## src/rtl/kv_store_mem.sv

```systemverilog
// Key/value cell array: combinational lookup/free-slot search over registered cells,
// single-cycle write/delete addressed by a one-hot index, with occupancy count and error pulse.
module kv_store_mem #(
  parameter int NUM_ENTRIES = 16,
  parameter int KEY_WIDTH   = 16,
  parameter int VALUE_WIDTH = 32,
  localparam int CNT_W      = $clog2(NUM_ENTRIES + 1)
) (
  input  logic                   clk,
  input  logic                   rst_n,
  input  logic [KEY_WIDTH-1:0]   key_in,
  input  logic [VALUE_WIDTH-1:0] value_in,
  input  logic                   write_in,
  input  logic                   delete_in,
  input  logic [NUM_ENTRIES-1:0] idx_in,
  output logic                   hit,
  output logic [NUM_ENTRIES-1:0] hit_idx,
  output logic [VALUE_WIDTH-1:0] value_out,
  output logic [NUM_ENTRIES-1:0] free_idx,
  output logic                   full,
  output logic                   empty,
  output logic [CNT_W-1:0]       count,
  output logic                   err
);

  localparam logic [NUM_ENTRIES-1:0] ONE_N = NUM_ENTRIES'(1);

  logic [NUM_ENTRIES-1:0] r_valid;
  logic [KEY_WIDTH-1:0]   r_key   [NUM_ENTRIES];
  logic [VALUE_WIDTH-1:0] r_value [NUM_ENTRIES];
  logic [CNT_W-1:0]       r_count;
  logic                   r_err;

  logic [NUM_ENTRIES-1:0] w_match;
  logic                   w_idx_onehot;
  logic                   w_sel_valid;
  logic                   w_do_write;
  logic                   w_do_delete;
  logic                   w_illegal;

  // Key compare against every valid cell; invalid cells are masked out.
  always_comb begin
    w_match = '0;
    for (int i = 0; i < NUM_ENTRIES; i++) begin
      w_match[i] = r_valid[i] && (r_key[i] == key_in);
    end
  end

  // x & (~x + 1) isolates the lowest set bit, giving lowest-index priority.
  assign hit_idx  = w_match & (~w_match + ONE_N);
  assign hit      = |w_match;
  assign free_idx = ~r_valid & (r_valid + ONE_N);

  always_comb begin
    value_out = '0;
    for (int i = 0; i < NUM_ENTRIES; i++) begin
      if (hit_idx[i]) value_out = value_out | r_value[i];
    end
  end

  assign w_idx_onehot = (idx_in != '0) && ((idx_in & (idx_in - ONE_N)) == '0);
  assign w_sel_valid  = |(idx_in & r_valid);
  assign w_do_write   = write_in && !delete_in && w_idx_onehot;
  assign w_do_delete  = delete_in && !write_in && w_idx_onehot && w_sel_valid;
  assign w_illegal    = (write_in || delete_in) && !w_do_write && !w_do_delete;

  always_ff @(posedge clk or negedge rst_n) begin
    if (!rst_n) begin
      r_valid <= '0;
      for (int i = 0; i < NUM_ENTRIES; i++) begin
        r_key[i]   <= '0;
        r_value[i] <= '0;
      end
    end else begin
      for (int i = 0; i < NUM_ENTRIES; i++) begin
        if (idx_in[i] && w_do_write) begin
          r_valid[i] <= 1'b1;
          r_key[i]   <= key_in;
          r_value[i] <= value_in;
        end else if (idx_in[i] && w_do_delete) begin
          r_valid[i] <= 1'b0;
        end
      end
    end
  end

  // Overwriting an already-valid cell leaves the occupancy unchanged.
  always_ff @(posedge clk or negedge rst_n) begin
    if (!rst_n) begin
      r_count <= '0;
      r_err   <= 1'b0;
    end else begin
      r_err <= w_illegal;
      if (w_do_write && !w_sel_valid) begin
        r_count <= r_count + CNT_W'(1);
      end else if (w_do_delete) begin
        r_count <= r_count - CNT_W'(1);
      end
    end
  end

  assign count = r_count;
  assign err   = r_err;
  assign full  = (r_count == CNT_W'(NUM_ENTRIES));
  assign empty = (r_count == '0);

endmodule
```

## config.mk

```make
export PLATFORM = sky130hd
export DESIGN_NAME = kv_store_mem
export DESIGN_NICKNAME = d
export VERILOG_FILES = /design/src/rtl/kv_store_mem.sv
export SDC_FILE = /design/constraint.sdc
export NUM_CORES = 2
export LEC_CHECK = 0
export ABC_AREA = 1
export CORE_MARGIN = 2
export CORE_UTILIZATION = 55
export CTS_CLUSTER_SIZE = 20
export DETAILED_ROUTE_END_ITERATION = 8
export PLACE_DENSITY = 0.79
export SLEW_MARGIN = 20
export SYNTH_ARGS = -nofsm -noshare
export SYNTH_HDL_FRONTEND = slang
export SYNTH_SLANG_ARGS = --single-unit
```

## constraint.sdc

```tcl
create_clock -name clk -period 3.16 [get_ports clk]
set_clock_uncertainty 0.1 [all_clocks]
set_input_delay 0.316 -clock clk [delete_from_list [all_inputs] [get_ports clk]]
set_output_delay 0.316 -clock clk [all_outputs]
set_load 0.01 [all_outputs]
```

; ---- Word-level counts from Yosys, hierarchy flattened
; Index checks and enable logic that the tools add are counted.
; Widths: inputs -> output; s select.
[totals]
regBits = 790
in_bits = 68
output_inout_bits = 73
wordCells = 228
[op_classes]
add_sub_neg = 5
eq_ne = 17
muxes = 50
bitwise = 21
n_reduce_logical = 85
[ops]
columns = cell, n
row1 = $mux 32, 16
row2 = $or 32x32->32, 15
row3 = $eq 16x16->1, 16
row4 = $and 16x16->16, 4
row5 = $logic_and 1x1->1, 57
row6 = $reduce_bool 2->1, 17
row7 = $add 16x1->16 const B, 2
row8 = $mux 1, 32
row9 = $not 16->16, 2
row10 = $reduce_or 16->1, 2
row11 = $logic_not 16->1, 1
row12 = $reduce_bool 16->1, 1
row13 = $sub 16x1->16 const B, 1
row14 = $mux 5, 2
row15 = $add 5x1->5 const B, 1
row16 = $eq 5x5->1 const B, 1
row17 = $logic_not 1->1, 5
row18 = $logic_not 5->1, 1
row19 = $sub 5x1->5 const B, 1
row20 = $logic_or 1x1->1, 1

; ---- Longest topological paths before layout
[logic_depth]
word_depth = 36
depth_mapped = 22
ltp_nobuf = 22

; ---- Worst setup path after synthesis
; OpenSTA, ideal clock, no wires.
[synth_path]
path_type = input port to flip-flop
from = input port idx_in[3]
to = register r_count[4] (netlist: count[4])
setup_ns = 0.113
arrival_ns = 2.561
required_time_ns = 2.947
path_slack_ns = 0.386
cell_stages = 21
n_path_buf = 0
cell_sequence = nor2_1 nand2_1 nor2_1 nand2_1 nor2_2 nand3_1 nand2_1 nand2_1 nor4_1 nand4_1 nor2_1 nand3_1 fa_1 nand2_1 nand2_1 a21oi_1 nand4_1 nand2_1 nand3_1 nand2_1 inv_1
[synth_via]
elab_chain_cells = 7
elab_cells_between_ends = 14
classes_between = add/sub: 1 / mux: 1 / bitwise: 2 / reduce/logical: 10
[synth_lines]
columns = element, line_no
row1 = "start, declared", 15  ; input logic [NUM_ENTRIES-1:0] idx_in,
row2 = $sub 16x1->16, 61  ; assign w_idx_onehot = (idx_in != '0) && ((idx_in & (idx_in - ONE_N)) == '0);
row3 = $and 16x16->16, 61
row4 = $logic_not 16->1, 61
row5 = $logic_and 1x1->1, 61
row6 = $logic_and 1x1->1 (on tied branches), "63, 64"
row7 = $logic_and 1x1->1 (on tied branches), "94, 64"
row8 = $mux 5 / $reduce_bool 2->1 (equally long branches), --
row9 = "end signal, assigned", 95  ; r_count <= r_count + CNT_W'(1);
row10 = "end signal, assigned", 97  ; r_count <= r_count - CNT_W'(1);
row11 = "end, declared", 31  ; logic [CNT_W-1:0] r_count;
; Several ways; a longest one is shown, not always the timed one.
; A chain may end at the register's enable or synchronous reset.

; ---- Worst setup path in the final report
[layout_path]
from = register r_key[247] (netlist name)
to = output port value_out[25]
[layout_via]
elab_chain_cells = 36
[layout_lines]
columns = element, line_no
row1 = "start, declared", 29  ; logic [KEY_WIDTH-1:0] r_key [NUM_ENTRIES];
row2 = "start signal, assigned by index", 78  ; r_key[i] <= key_in;
row3 = $eq 16x16->1 *, 45  ; w_match[i] = r_valid[i] && (r_key[i] == key_in);
row4 = $logic_and 1x1->1 *, 45
row5 = $not 16->16, 50  ; assign hit_idx = w_match & (~w_match + ONE_N);
row6 = $add 16x1->16, 50
row7 = $and 16x16->16 *, 50
row8 = $mux 32, 57  ; if (hit_idx[i]) value_out = value_out | r_value[i];
row9 = $or 32x32->32, 57
row10 = $mux 32, 57
row11 = [20 not listed], --
row12 = $or 32x32->32, 57
row13 = $mux 32, 57
row14 = $or 32x32->32, 57
row15 = $mux 32, 57
row16 = $or 32x32->32, 57
row17 = $mux 32, 57
row18 = $or 32x32->32, 57
row19 = $mux 32 *, 57
row20 = "end, declared", 18  ; output logic [VALUE_WIDTH-1:0] value_out,
; Mark *: on every way between the ends. The rest lies on a longest branch, timed or not.

==> summary.md <==
| Metric | Value |
|---|---|
| Status | complete, but fails checks |
| Failing checks | setup timing |
| Asr flop ratio synth | 100% |
| Vias in the first global route | 35.0k |
| Nets | ~5.2k |
| Detailed Place HPWL | ~77,000 um |
| Max clock buf depth | 3 |
| Global-route usage over all layers | between 30% and 40% |
| Crit share post-route | 120% |
| P per Cell Area | around 440 nW/um2 |
| PnR worst setup slack | -623 ps |
| I/O Buffers | between 100 and 150 |
| Clock Latency Late Sink | roughly 660 ps |
| Layout cells sized above 1 | 19.6% |
| DRT iter0 DRCs | ~5.8k |
| Leak pwr | 23.7 nW |
| RSZ-0062 raised after global routing | yes |
| Hold wc startpoint | key_in[10] |
| Worst setup SP type | flip-flop |
| ANT cells | 0 |
| Reg2reg setup slack | ~80 ps |
| Placer's final routability congestion estimate | approximately 0.9 |
| TritonCTS buffer count | 84 |
| Drc violations | 0 |
| Post-Route WL | about 130,000 um |
| Hold_ws | between 20 and 30 ps |
| Reg2Reg Depth | 21 |
| Core Util, Final | ~71% |
| Clock Root Buffer | clkbuf_16 |
| Crit-path max FO | 5 |
| Pwr Total | around 21 mW |
| CP endpoint kind | output port |
| Rel. slew slack | 51.8% |
| Yosys warning count | 0 |
| Die Width | 266 um |
| Initial antenna violation count | 2 |
| Sequential fraction of the synthesis area | between 50% and 60% |
| CTS clk-pin slew, worst paths | 60 ps |
| Drt wl/cell | 21.2 um |
| Post-Syn Instances | 4,741 |
| Area Growth Syn to Fin | 28.0% |
| Via count | approximately 37k |
| Final Instance Area | between 40,000 and 50,000 um2 |
| Largest net degree at the start of global routing | approximately 110 |
| First-pass GRT wire length | between 150,000 and 200,000 um |
| Die Height | around 270 um |
| Cell Area, Placed | 42,800 um2 |
| First-pass iteration count of the detailed router | 9 |
| RR Startpoint | r_key[224] |
| WP data required | approximately 2700 ps |
| Hold Path Class | in -> reg |
| Critical Path AT | roughly 3400 ps |
| Final setup viols | 41 |
| Via/cell ratio | between 6 and 7 |
| Total die area | a little over 70,000 um2 |
| Post-Syn Nets | about 4.8k |
| CORE AREA | 67,500 um2 |
| MaxCap Viol Count | 0 |
| Io pins | around 140 |
| Post-synth EDFFs | 0 |
| Detail Route Antenna Nets | 0 |
| Starting density of the core | a little under three fifths |
| WHS Path Cells | 4 |
| Slew @ Worst Pin | 721 ps |
| TritonCTS clock tree | built |
| Avg Cell Area, Syn | ~7.9 um2 |
| Synth Register Bits | 790 |
| Number of clock sinks | roughly 800 |
| Remaining global-route overflow | 0 |
| Tmin final | 3780 ps |
| Hold EP | r_key[250] |
| Fin Setup TNS | -19,430 ps |
| Worst r2r dst | r_key[224] |
| Peak Freq | approximately 260 MHz |
| Final hold violation count | 0 |
| WS Path Type | reg -> out |
| Final Max Tran Viols | 0 |
| Most used DFF post-synth | dfrtp_1 |
| Distinct cells, synth | 51 |
| Row count | between 90 and 100 |
| Cell Area, Synth | 37,700 um2 |
| H-tree depth | 3 |
| Worst IR drop on VDD | 0.337 mV |
routing by layer:
layer	vias to the layer above	wire length, um	global-route usage (%)
met5	-	11	0
met4	2	6610	15.8
met1	17900	48400	47.4
li1	16300	-	-
met2	2521	58500	54.1
met3	510	15200	7.26
cell type report:
cell class | instances | area, um2
flip-flops and latches | 790 | 19800
repair buffers | 660 | 7060
well taps | 873 | 1090
clock inverters | 28 | 393
fillers | 4611 | 19300
clock buffers | 123 | 2440
inverters | 239 | 908
multi-input cells | 3355 | 16600
per-stage QoR:
| stage | setup WS, ps | cells |
|---|---|---|
| 2_1_floorplan | 386 | 4741 |
| 3_3_place_gp | -1010 | 5803 |
| 3_5_place_dp | -1010 | 5803 |
| 4_1_cts | -472 | 6042 |
| 5_1_grt | -700 | 6068 |
| 6_report | -623 | 6068 |
worst max path at each step:
stage / startpoint / to / slack (ps) / cells past startpoint
3_5_place_dp: key_in[0] / value_out[30] / -1010 / 18
3_3_place_gp: key_in[0] / value_out[31] / -1010 / 18
5_1_grt: r_key[241] / value_out[15] / -700 / 20
6_report: r_key[247] / value_out[25] / -620 / 19
2_1_floorplan: idx_in[3] / count[4] / 390 / 21
4_1_cts: r_key[233] / value_out[15] / -470 / 19
kinds of logic after synthesis:
logic type	count (synthesis)	share of synthesized area, %
xor gates and xnor gates	64	1.49
buffers and inverters	596	6.87
DFF	790	52.5
AOI/OAI and AO/OA	939	12.8
adders and majority gates	4	0.153
and+or+nand+nor	2348	26.2
flip-flops by register name, summed over array words and instances, names as in the netlist:
name	cells
r_value	512
count	5
r_key	256
err	1
r_valid	16
where the power goes:
group          total [mW]  internal (mW)  switching, mW  leakage (nW)
clock network        10.2           5.95           4.27          1.39
logic                1.11          0.365          0.745          11.6
registers            10.1           10.1        0.00222          10.7
critical path, cell delays in order, from the launching register on:
cell and delay [ps]:
dfrtp_1 430, buf_4 160, o21ai_2 130, nor2_1 50, nand2_1 50, nor2_1 50, nand3_2 110, nand2_4 90
nor2_4 170, buf_6 120, nand3_4 120, buf_12 170, nor3_4 140, buf_12 170, buf_12 140, buf_12 110
clkbuf_16 130, nand3_2 70, nand4_1 120, buf_2 150
cell usage after synthesis (all sizes together) (3+ instances only):
| library cell | instances | area [um2] |
|---|---|---|
| nand2 | 1448 | 5440 |
| o21ai | 817 | 4090 |
| dfrtp | 790 | 19800 |
| nand3 | 409 | 2170 |
| nor2 | 330 | 1260 |
| inv | 237 | 890 |
| clkbuf | 197 | 751 |
| buf | 160 | 941 |
| nand4 | 107 | 669 |
| a21oi | 72 | 360 |
| xor2 | 47 | 412 |
| o22ai | 24 | 150 |
| nor3 | 22 | 131 |
| or2 | 17 | 106 |
| xnor2 | 17 | 149 |
| a221oi | 9 | 78.8 |
| o211ai | 7 | 52.6 |
| nor4 | 5 | 31.3 |
| a22o | 4 | 35.0 |
| ha | 3 | 37.5 |
| nor3b | 3 | 22.5 |
repair_timing:
action | 4_1_cts | 5_1_grt
setup buffers | 82 | 22
hold buffers | 1 | 0
endpoints found under the setup margin | 54 | 60
pin swaps | 67 | 146
endpoints found under the hold margin | 62 | 0
gates cloned | 7 | 20
gates resized for setup | 347 | 267
placed cells by master (no fill, tap or decap), types with 8 or more instances in the layout:
cell type        instances
clkbuf_8                19
nor2_1                 222
clkbuf_1                20
nand4_1                107
nand3_2                 73
nand2_2                 46
clkbuf_16              100
o22ai_1                 24
nor3_1                  13
nand2_4                  8
xor2_1                  47
nor2_4                  34
nor2_2                  74
xnor2_1                 15
a21oi_1                 69
or2_2                   15
o21ai_0                716
inv_1                  217
buf_6                   42
nand3_4                 20
nand3_1                316
clkinv_2                14
o21ai_1                 98
dlygate4sd2_1            9
nand2_1               1394
inv_2                   16
dlymetal6s2s_1          11
buf_8                    9
clkdlybuf4s50_1         70
buf_4                  352
buf_2                   32
buf_12                 104
dfrtp_1                790
No activity file was read; power rests on OpenSTA's default activity.
